--- config.mk ---
export PLATFORM = sky130hd
export DESIGN_NAME = poly1305_block_feeder
export DESIGN_NICKNAME = d
export VERILOG_FILES = /design/src/rtl/poly1305_pkg.sv /design/src/rtl/poly1305_keep_mask.sv /design/src/rtl/poly1305_block_feeder.sv
export SDC_FILE = /design/constraint.sdc
export NUM_CORES = 1
export LEC_CHECK = 0
export CAP_MARGIN = 20
export CORE_AREA = 2 2 173 175
export CTS_BUF_LIST = sky130_fd_sc_hd__clkbuf_4 sky130_fd_sc_hd__clkbuf_8
export DETAILED_ROUTE_END_ITERATION = 8
export DIE_AREA = 0 0 175 177
export GPL_ROUTABILITY_DRIVEN = 0
export PLACE_DENSITY = 0.84
export RECOVER_POWER = 100
export SLEW_MARGIN = 20
export SYNTH_ARGS = -nofsm -noshare
export SYNTH_HDL_FRONTEND = slang
export SYNTH_SLANG_ARGS = --single-unit
export TNS_END_PERCENT = 5
--- constraint.sdc ---
create_clock -name clk -period 26.2 [get_ports clk]
set_input_delay 2.62 -clock clk [delete_from_list [all_inputs] [get_ports clk]]
set_output_delay 2.62 -clock clk [all_outputs]
set_load 0.03 [all_outputs]
--- src/rtl/poly1305_pkg.sv ---
// Shared constants and helpers for the Poly1305 block feeder.
package poly1305_pkg;

  // Feeder FSM encodings
  localparam logic [3:0] ST_IDLE     = 4'd0;
  localparam logic [3:0] ST_AAD_IN   = 4'd1;
  localparam logic [3:0] ST_AAD_SEND = 4'd2;
  localparam logic [3:0] ST_AAD_WAIT = 4'd3;
  localparam logic [3:0] ST_PLD_IN   = 4'd4;
  localparam logic [3:0] ST_PLD_SEND = 4'd5;
  localparam logic [3:0] ST_PLD_WAIT = 4'd6;
  localparam logic [3:0] ST_LEN_SEND = 4'd7;
  localparam logic [3:0] ST_LEN_WAIT = 4'd8;
  localparam logic [3:0] ST_FIN      = 4'd9;

  // Segment codes carried on src_seg
  localparam logic SEG_AAD = 1'b0;
  localparam logic SEG_PLD = 1'b1;

  // A legal keep is a run of ones starting at bit 0 (zero included):
  // adding one then clears every set bit.
  function automatic logic keep_is_contig(input logic [15:0] keep);
    logic [15:0] k_plus_one;
    k_plus_one = keep + 16'd1;
    return ((keep & k_plus_one) == 16'd0);
  endfunction

  // Number of valid bytes in a beat
  function automatic logic [4:0] keep_popcount(input logic [15:0] keep);
    logic [4:0] cnt;
    cnt = 5'd0;
    for (int i = 0; i < 16; i++) begin
      cnt = cnt + {4'd0, keep[i]};
    end
    return cnt;
  endfunction

endpackage

--- src/rtl/poly1305_keep_mask.sv ---
// Combinational beat qualifier: keep legality, byte masking, byte count.
module poly1305_keep_mask
  import poly1305_pkg::*;
(
  input  logic [127:0] data_i,
  input  logic [15:0]  keep_i,
  output logic [127:0] data_o,
  output logic         valid_o,
  output logic [4:0]   count_o
);

  // Zero every byte lane whose keep bit is clear
  always_comb begin
    data_o = 128'd0;
    for (int i = 0; i < 16; i++) begin
      if (keep_i[i]) begin
        data_o[i*8 +: 8] = data_i[i*8 +: 8];
      end else begin
        data_o[i*8 +: 8] = 8'h00;
      end
    end
  end

  assign valid_o = keep_is_contig(keep_i);
  assign count_o = keep_popcount(keep_i);

endmodule

--- src/rtl/poly1305_block_feeder.sv ---
// Slices an AAD + payload stream into 16-byte Poly1305 blocks, one at a
// time, then issues the little-endian length block and signals done.
module poly1305_block_feeder
  import poly1305_pkg::*;
(
  input  logic         clk,
  input  logic         rst,
  input  logic         start,
  output logic         busy,
  input  logic         src_valid,
  output logic         src_ready,
  input  logic [127:0] src_data,
  input  logic [15:0]  src_keep,
  input  logic         src_seg,
  input  logic         src_last,
  output logic         aad_valid,
  output logic         pld_valid,
  output logic         len_valid,
  input  logic         aad_ready,
  input  logic         pld_ready,
  input  logic         len_ready,
  output logic [127:0] blk_data,
  output logic [15:0]  blk_keep,
  input  logic         aad_done,
  input  logic         pld_done,
  input  logic         lens_done,
  output logic         mac_start,
  output logic         done,
  output logic         err,
  output logic [63:0]  aad_bytes,
  output logic [63:0]  pld_bytes
);

  logic [3:0]   state_q, state_d;
  logic [127:0] blk_data_q, blk_data_d;
  logic [15:0]  blk_keep_q, blk_keep_d;
  logic [63:0]  aad_bytes_q, aad_bytes_d;
  logic [63:0]  pld_bytes_q, pld_bytes_d;
  logic         last_q, last_d;
  logic         err_q, err_d;
  logic         mac_start_q, mac_start_d;
  logic         done_q;
  logic         busy_q;
  logic         src_ready_q;
  logic         aad_valid_q, pld_valid_q, len_valid_q;

  logic [127:0] masked_s;
  logic         keep_ok_s;
  logic [4:0]   keep_cnt_s;
  logic [63:0]  keep_cnt64_s;
  logic         beat_fire_s;

  poly1305_keep_mask u_keep_mask (
    .data_i  (src_data),
    .keep_i  (src_keep),
    .data_o  (masked_s),
    .valid_o (keep_ok_s),
    .count_o (keep_cnt_s)
  );

  assign keep_cnt64_s = {59'd0, keep_cnt_s};
  assign beat_fire_s  = src_valid && src_ready_q;

  // Next-state, block register and byte counter updates
  always_comb begin
    state_d     = state_q;
    blk_data_d  = blk_data_q;
    blk_keep_d  = blk_keep_q;
    aad_bytes_d = aad_bytes_q;
    pld_bytes_d = pld_bytes_q;
    last_d      = last_q;
    err_d       = 1'b0;
    mac_start_d = 1'b0;
    case (state_q)
      ST_IDLE: begin
        if (start) begin
          state_d     = ST_AAD_IN;
          aad_bytes_d = 64'd0;
          pld_bytes_d = 64'd0;
          mac_start_d = 1'b1;
        end else begin
          state_d = ST_IDLE;
        end
      end
      ST_AAD_IN: begin
        if (beat_fire_s) begin
          if (!keep_ok_s || (src_seg != SEG_AAD)) begin
            err_d = 1'b1;
          end else begin
            aad_bytes_d = aad_bytes_q + keep_cnt64_s;
            if (src_keep != 16'd0) begin
              blk_data_d = masked_s;
              blk_keep_d = src_keep;
              last_d     = src_last;
              state_d    = ST_AAD_SEND;
            end else if (src_last) begin
              state_d = ST_PLD_IN;
            end else begin
              state_d = ST_AAD_IN;
            end
          end
        end else begin
          state_d = ST_AAD_IN;
        end
      end
      ST_AAD_SEND: begin
        if (aad_ready) begin
          state_d = ST_AAD_WAIT;
        end else begin
          state_d = ST_AAD_SEND;
        end
      end
      ST_AAD_WAIT: begin
        if (aad_done) begin
          state_d = last_q ? ST_PLD_IN : ST_AAD_IN;
        end else begin
          state_d = ST_AAD_WAIT;
        end
      end
      ST_PLD_IN: begin
        if (beat_fire_s) begin
          if (!keep_ok_s || (src_seg != SEG_PLD)) begin
            err_d = 1'b1;
          end else begin
            pld_bytes_d = pld_bytes_q + keep_cnt64_s;
            if (src_keep != 16'd0) begin
              blk_data_d = masked_s;
              blk_keep_d = src_keep;
              last_d     = src_last;
              state_d    = ST_PLD_SEND;
            end else if (src_last) begin
              // Empty closing beat: counters are already final
              blk_data_d = {pld_bytes_q, aad_bytes_q};
              blk_keep_d = 16'hFFFF;
              state_d    = ST_LEN_SEND;
            end else begin
              state_d = ST_PLD_IN;
            end
          end
        end else begin
          state_d = ST_PLD_IN;
        end
      end
      ST_PLD_SEND: begin
        if (pld_ready) begin
          state_d = ST_PLD_WAIT;
        end else begin
          state_d = ST_PLD_SEND;
        end
      end
      ST_PLD_WAIT: begin
        if (pld_done) begin
          if (last_q) begin
            blk_data_d = {pld_bytes_q, aad_bytes_q};
            blk_keep_d = 16'hFFFF;
            state_d    = ST_LEN_SEND;
          end else begin
            state_d = ST_PLD_IN;
          end
        end else begin
          state_d = ST_PLD_WAIT;
        end
      end
      ST_LEN_SEND: begin
        if (len_ready) begin
          state_d = ST_LEN_WAIT;
        end else begin
          state_d = ST_LEN_SEND;
        end
      end
      ST_LEN_WAIT: begin
        if (lens_done) begin
          state_d = ST_FIN;
        end else begin
          state_d = ST_LEN_WAIT;
        end
      end
      ST_FIN: begin
        state_d = ST_IDLE;
      end
      default: begin
        state_d = ST_IDLE;
      end
    endcase
  end

  // State and datapath registers; outputs decoded from the next state so
  // every control output comes straight from a flop
  always_ff @(posedge clk or posedge rst) begin
    if (rst) begin
      state_q     <= ST_IDLE;
      blk_data_q  <= 128'd0;
      blk_keep_q  <= 16'd0;
      aad_bytes_q <= 64'd0;
      pld_bytes_q <= 64'd0;
      last_q      <= 1'b0;
      err_q       <= 1'b0;
      mac_start_q <= 1'b0;
      done_q      <= 1'b0;
      busy_q      <= 1'b0;
      src_ready_q <= 1'b0;
      aad_valid_q <= 1'b0;
      pld_valid_q <= 1'b0;
      len_valid_q <= 1'b0;
    end else begin
      state_q     <= state_d;
      blk_data_q  <= blk_data_d;
      blk_keep_q  <= blk_keep_d;
      aad_bytes_q <= aad_bytes_d;
      pld_bytes_q <= pld_bytes_d;
      last_q      <= last_d;
      err_q       <= err_d;
      mac_start_q <= mac_start_d;
      done_q      <= (state_d == ST_FIN);
      busy_q      <= (state_d != ST_IDLE);
      src_ready_q <= (state_d == ST_AAD_IN) || (state_d == ST_PLD_IN);
      aad_valid_q <= (state_d == ST_AAD_SEND);
      pld_valid_q <= (state_d == ST_PLD_SEND);
      len_valid_q <= (state_d == ST_LEN_SEND);
    end
  end

  assign busy      = busy_q;
  assign src_ready = src_ready_q;
  assign aad_valid = aad_valid_q;
  assign pld_valid = pld_valid_q;
  assign len_valid = len_valid_q;
  assign blk_data  = blk_data_q;
  assign blk_keep  = blk_keep_q;
  assign mac_start = mac_start_q;
  assign done      = done_q;
  assign err       = err_q;
  assign aad_bytes = aad_bytes_q;
  assign pld_bytes = pld_bytes_q;

endmodule

---- Word level (Yosys, flattened, before mapping) ----
Index checks and enable logic that the tools add are counted.
storage, ports and cells
  output and inout port bits .............. 280
  register bits ........................... 285
  logic and storage cells ................. 148
  input bits .............................. 156
cells by class
  multiplexer cells ....................... 74
  bitwise logic cells ..................... 2
  equality and inequality tests ........... 23
  $add $sub $neg .......................... 18
  reductions and logical operators ........ 17
operator list
  kind                   count
  $mux 128               9
  $pmux 128 s3           1
  $mux 64                5
  $pmux 64 s2            2
  $mux 16                9
  $add 64x5->64          2
  $mux 8                 16
  $add 5x1->5            14
  $pmux 16 s3            1
  $pmux 4 s9             1
  $eq 4x3->1 const B     7
  $mux 4                 6
  $add 16x1->16 const B  1
  $and 16x16->16         1
  $logic_not 16->1       1
  $ne 2x2->1 const B     8
  $reduce_bool 16->1     1
  $mux 1                 14
  $eq 4x2->1 const B     3
  $mux 3                 4
  $reduce_and 9->1       1
  $eq 4x1->1 const B     2
  $eq 4x4->1 const B     2
  $mux 2                 4
  13 further kinds       19

---- Longest topological paths before layout ----
  depth after elaboration ................. 19
  mapped depth ............................ 24
  gate-level depth less buffers ........... 22

---- Modules after synthesis ----
Synthesis repeated with hierarchy kept, for this count alone.
unflattened totals
  cell total of the unflattened synthesis .. 1,586
  area, all modules ....................... 16,574.6 um^2
by module, submodules not included
  module                 seq. area each (um^2)  cells each  instances  area an instance (um^2)
  poly1305_block_feeder  7,131.8                1,373       1          15,129.5
  poly1305_keep_mask     0.0                    213         1          1,445.1

---- Worst setup path before layout ----
OpenSTA, ideal clock, no wires.
  kind .................................... input to register
  from .................................... in src_keep[0]
  to ...................................... reg pld_bytes_q[51], in the netlist pld_bytes[51]
  cell stages on the path ................. 20
  buffers on the path ..................... 2
  required time ........................... 26,122 ps
  arrival ................................. 8,270 ps
  library setup time ...................... 78 ps
  slack ................................... 17,852 ps
  path through ............................ clkbuf_1 inv_1 ha_1 inv_1 fa_1 fa_1 fa_1 fa_1 fa_1 fa_1 inv_1 ha_1 a21o_1 a21o_1 a211oi_1 nor2_1 o2111ai_1 clkbuf_1 or4_1 a21oi_1
on the way
  cells in the longest elaborated chain, start to end .. 19
  elaborated cells between the ends (all ways) .. 26
  classes of those cells .................. 17 x add/sub; 1 x eq/ne; 3 x mux; 1 x bitwise; 4 x reduce/logical
ends and longest elaborated chain
  item                       line                          RTL
  from (decl)                poly1305_block_feeder.sv:13   input logic [15:0] src_keep,
  $add 1x1->2                poly1305_pkg.sv:33            cnt = cnt + {4'd0, keep[i]};
  $add 5x1->5 (14 in a row)  poly1305_pkg.sv:33
  $add 64x5->64              poly1305_block_feeder.sv:125  pld_bytes_d = pld_bytes_q + keep_cnt64_s;
  $mux 64                    poly1305_block_feeder.sv:122  if (!keep_ok_s || (src_seg != SEG_PLD)) begin
  $mux 64                    poly1305_block_feeder.sv:121  if (beat_fire_s) begin
  $pmux 64 s2                poly1305_block_feeder.sv:74   case (state_q)
  to (signal assigned)       poly1305_block_feeder.sv:210  pld_bytes_q <= pld_bytes_d;
  to (decl)                  poly1305_block_feeder.sv:38   logic [63:0] pld_bytes_q, pld_bytes_d;
Several ways; a longest one is shown, not always the timed one. The select of a mux whose other input is x is not followed.
A chain may end at the register's enable or synchronous reset.

---- Worst setup path in the final report ----
  from .................................... in src_keep[3]
  to ...................................... reg blk_data_q[63], in the netlist blk_data[63]
on the way
  cells in the longest elaborated chain, start to end .. 7
  elaborated cells between the ends (all ways) .. 16
  classes of those cells .................. 1 x add/sub; 4 x eq/ne; 4 x mux; 1 x bitwise; 6 x reduce/logical
ends and longest elaborated chain
  item                                        line                                                       RTL
  $add 16x1->16                               poly1305_pkg.sv:24                                         k_plus_one = keep + 16'd1;
  $and 16x16->16                              poly1305_pkg.sv:25                                         return ((keep & k_plus_one) == 16'd0);
  $logic_not 16->1                            poly1305_pkg.sv:25
  $logic_not 1->1                             poly1305_block_feeder.sv:87, poly1305_block_feeder.sv:122
  $logic_or 1x1->1, on equally long branches  poly1305_block_feeder.sv:122, poly1305_block_feeder.sv:87
  $ne 2x2->1 (no line)                        -
  $reduce_and 9->1 (no line)                  -
  to (signal assigned)                        poly1305_block_feeder.sv:207                               blk_data_q <= blk_data_d;
  to (decl)                                   poly1305_block_feeder.sv:35                                logic [127:0] blk_data_q, blk_data_d;
Several ways; a longest one is shown, not always the timed one. The select of a mux whose other input is x is not followed.

==> flow_metrics.env <==
export IMPL_synth_edff_count=0
export IMPL_synth_nets=1872
export IMPL_fmax_mhz=91.0
export IMPL_synthFlopType="dfrtp_1"
export IMPL_die_width_um=175
export IMPL_worst_setup_path_type="primary input to flop"
export IMPL_worstHoldPathType="flop to flop"
export IMPL_crit_path_start="src_keep[3]"
export IMPL_cts_hold_buffers_added=0
export IMPL_grt_start_max_net_pins=106
export IMPL_dp_hpwl_um=35100
export IMPL_power_density_nw_per_um2=75.6
export IMPL_grt_ovfl_total=0
export IMPL_synth_cells=1683
export IMPL_setup_slack_ns=15.21
export IMPL_cts_resized=0
export IMPL_synthTopCellsByArea="dfrtp_1 (46%), nand2_1 (7.3%), mux2_2 (6.2%)"
export IMPL_rsz0062_at_grt="no"
export IMPL_multi_input_area_sq_um=7810
export IMPL_required_ns=26.69
export IMPL_r2r_end="pld_bytes[51]$_DFFE_PP0P_"
export IMPL_maxSlewViolCount=598
export IMPL_placement_rows=63
export IMPL_synth_seq_cells=285
export IMPL_root_buffer="clkbuf_8"
export IMPL_crit_arrival_ns=11.48
export IMPL_synth_area_sq_um=15600
export IMPL_grt_usage_pct=31.1
export IMPL_power_leakage_nw=10.1
export IMPL_final_setup_skew_ns=0.0277
export IMPL_avgSynthCellArea_sq_um=9.26
export IMPL_post_cts_buffers=0
export IMPL_yosysSeqAreaShare_pct=45.7
export IMPL_vias_per_cell=5.87
export IMPL_wirelength_um=49600
export IMPL_crit_path_end="blk_data[63]$_DFFE_PP0P_"
export IMPL_areaGrowthSynthToFinish_pct=35.6
export IMPL_power_w=0.00160
export IMPL_grt_pass1_wl_um=76900
export IMPL_nFillCells=2113
export IMPL_r2r_setup_slack_ns=18.01
export IMPL_final_util_pct=72.3
export IMPL_ant_nets=0
export IMPL_drv_cap=10
export IMPL_cp_max_fo=69
export IMPL_clkLatencyLatePin_ns=0.57
export IMPL_cts_max_level=2
export IMPL_io_buffers=435
export IMPL_rr_worst_depth=7
export IMPL_worstSetupStartpointType="primary input"
export IMPL_synth_cell_types=57
export IMPL_register_area_sq_um=7130
export IMPL_final_cell_mix="nand2_1 (304), dlygate4sd3_1 (286), dfrtp_1 (285)"
export IMPL_grt_pass1_vias=14400
export IMPL_async_flop_share_pct=100
export IMPL_synth_top_area_share_pct=45.7
export IMPL_cts_max_path_buffers=3
export IMPL_boundaryPins=436
export IMPL_endpoint_kind="flop"
export IMPL_ir_drop_mv=0.0599
export IMPL_place_ws_ns=16.43
export IMPL_nets=2272
export IMPL_reg2reg_from="state_q[1]$_DFF_PP0_"
export IMPL_post_route_drc_count=0
export IMPL_fin_tns_setup_ns=0
export IMPL_antenna_found_initial=1
export IMPL_hold_viol=0
export IMPL_firstDrtPassIters=5
export IMPL_drive_gt1_share_pct=9.15
export IMPL_synth_largest_area_cell="dfrtp_1"
export IMPL_drt_iter0_drc=1121
export IMPL_worst_slew_pin_slew_ns=4.69
export IMPL_cts_tree="done"
export IMPL_cts_sinks=285
export IMPL_clkTransAtPathRegs_ns=0.06
export IMPL_period_share_pct=42.0
export IMPL_period_minus_slack_ns=10.99
export IMPL_initial_core_util_pct=53.3
export IMPL_die_h_um=177
export IMPL_report_final_setup_viol=0
export IMPL_synth_warnings=0
export IMPL_core_area_sq_um=29200
export IMPL_final_common_cell="nand2_1"
export IMPL_violations="max-capacitance violations, max-slew violations"
export IMPL_status="finished, violations left"
export IMPL_routed_via_count=14800
export IMPL_min_path_cells=1
export IMPL_die_area_sq_um=31000
export IMPL_cts_buffers=49
export IMPL_slew_headroom_pct=-215
export IMPL_routedWlPerCell_um=19.7
## worst min-delay path by stage
| stage | startpoint | endpoint |
|---|---|---|
| 2_1_floorplan | last_q$_DFFE_PP0P_ | last_q$_DFFE_PP0P_ |
| 3_3_place_gp | blk_data[114]$_DFFE_PP0P_ | blk_data[114]$_DFFE_PP0P_ |
| 3_5_place_dp | blk_data[125]$_DFFE_PP0P_ | blk_data[125]$_DFFE_PP0P_ |
| 4_1_cts | blk_data[10]$_DFFE_PP0P_ | blk_data[10]$_DFFE_PP0P_ |
| 5_1_grt | blk_data[118]$_DFFE_PP0P_ | blk_data[118]$_DFFE_PP0P_ |
| 6_report | blk_data[124]$_DFFE_PP0P_ | blk_data[124]$_DFFE_PP0P_ |
## logic make-up after synthesis
kind of cell / Yosys count / synth area share [%]
xor+xnor: 60 / 3.37
simple gates: 742 / 22.8
fa+ha+maj: 33 / 3.23
buf+inv: 154 / 4.09
mux: 150 / 10.8
flops: 285 / 45.7
compound gates: 259 / 9.98
## flip-flops by register name, indices dropped and copies added (netlist names)
register   flops
done           1
last_q         1
state_q        4
aad_valid      1
pld_bytes     64
blk_keep      16
pld_valid      1
mac_start      1
blk_data     128
aad_bytes     64
len_valid      1
busy           1
src_ready      1
err            1
## stage by stage
stage          hold slack [ns]  instances  area (sq um)
2_1_floorplan            0.559       1683         15600
3_5_place_dp             0.474       2422         20100
4_1_cts                  0.486       2510         21200
5_1_grt                  0.487       2510         21100
3_3_place_gp             0.467       2422         20100
6_report                 0.476       2513         21100
## synth_stat cells, types with 3 or more instances
cell       count
o2111ai_1     16
mux2_2        86
buf_2          9
mux2_1        59
nor2_1        79
o21bai_1       3
o21ai_0      100
inv_1         54
or2_2          6
o21a_1         5
or3_1         53
buf_1          4
o211ai_1      27
nand4_1       32
nand3_1      168
and4_1         5
o41ai_1        3
fa_1          12
clkbuf_1      80
a21oi_1       72
ha_1          21
nor2b_1        9
o21ai_1        4
nor3_1        12
nand3b_1       3
xor2_1        51
nor4_1        13
a21o_1         6
mux2i_1        5
a21boi_0       4
o31ai_1        9
and2_1         8
xnor2_1        9
and3_1        25
nand2_1      304
or4_1         12
buf_6          6
dfrtp_1      285
## critical path, stage by stage
cell	delay, ns
dlygate4sd3_1	0.97
nand4_1	0.34
a2111oi_0	0.62
o2111ai_1	0.52
nor3_1	0.37
a21oi_1	0.11
a2111oi_0	0.58
clkbuf_1	1.84
clkbuf_1	2.82
mux2_2	0.57
## metal layers
| metal | vias to the layer above | global-route usage, % | routed length, um |
|---|---|---|---|
| met5 | - | 0 | 0 |
| met4 | 0 | 13.4 | 2090 |
| met3 | 137 | 6.49 | 4030 |
| met2 | 684 | 53.4 | 24400 |
| met1 | 7199 | 38.2 | 19000 |
| li1 | 6742 | - | - |
## area by class of cell
cell class              instances  share of cell area, %
well taps                     390                   2.31
diodes                          3                 0.0355
multi-input cells            1244                   37.0
clock inverters                 5                  0.249
inverters                      54                  0.971
repair buffers                449                   21.0
clock buffers                  83                   4.78
flip-flops and latches        285                   33.7
## report_power, final
group,leakage (nW),total [W],internal (W),switching (W)
Clock,0.568,0.000433,0.000251,0.000182
Sequential,3.80,0.000580,0.000530,0.0000498
Combinational,5.68,0.000585,0.000239,0.000346
Note: power is estimated with default switching activity, not from simulation.
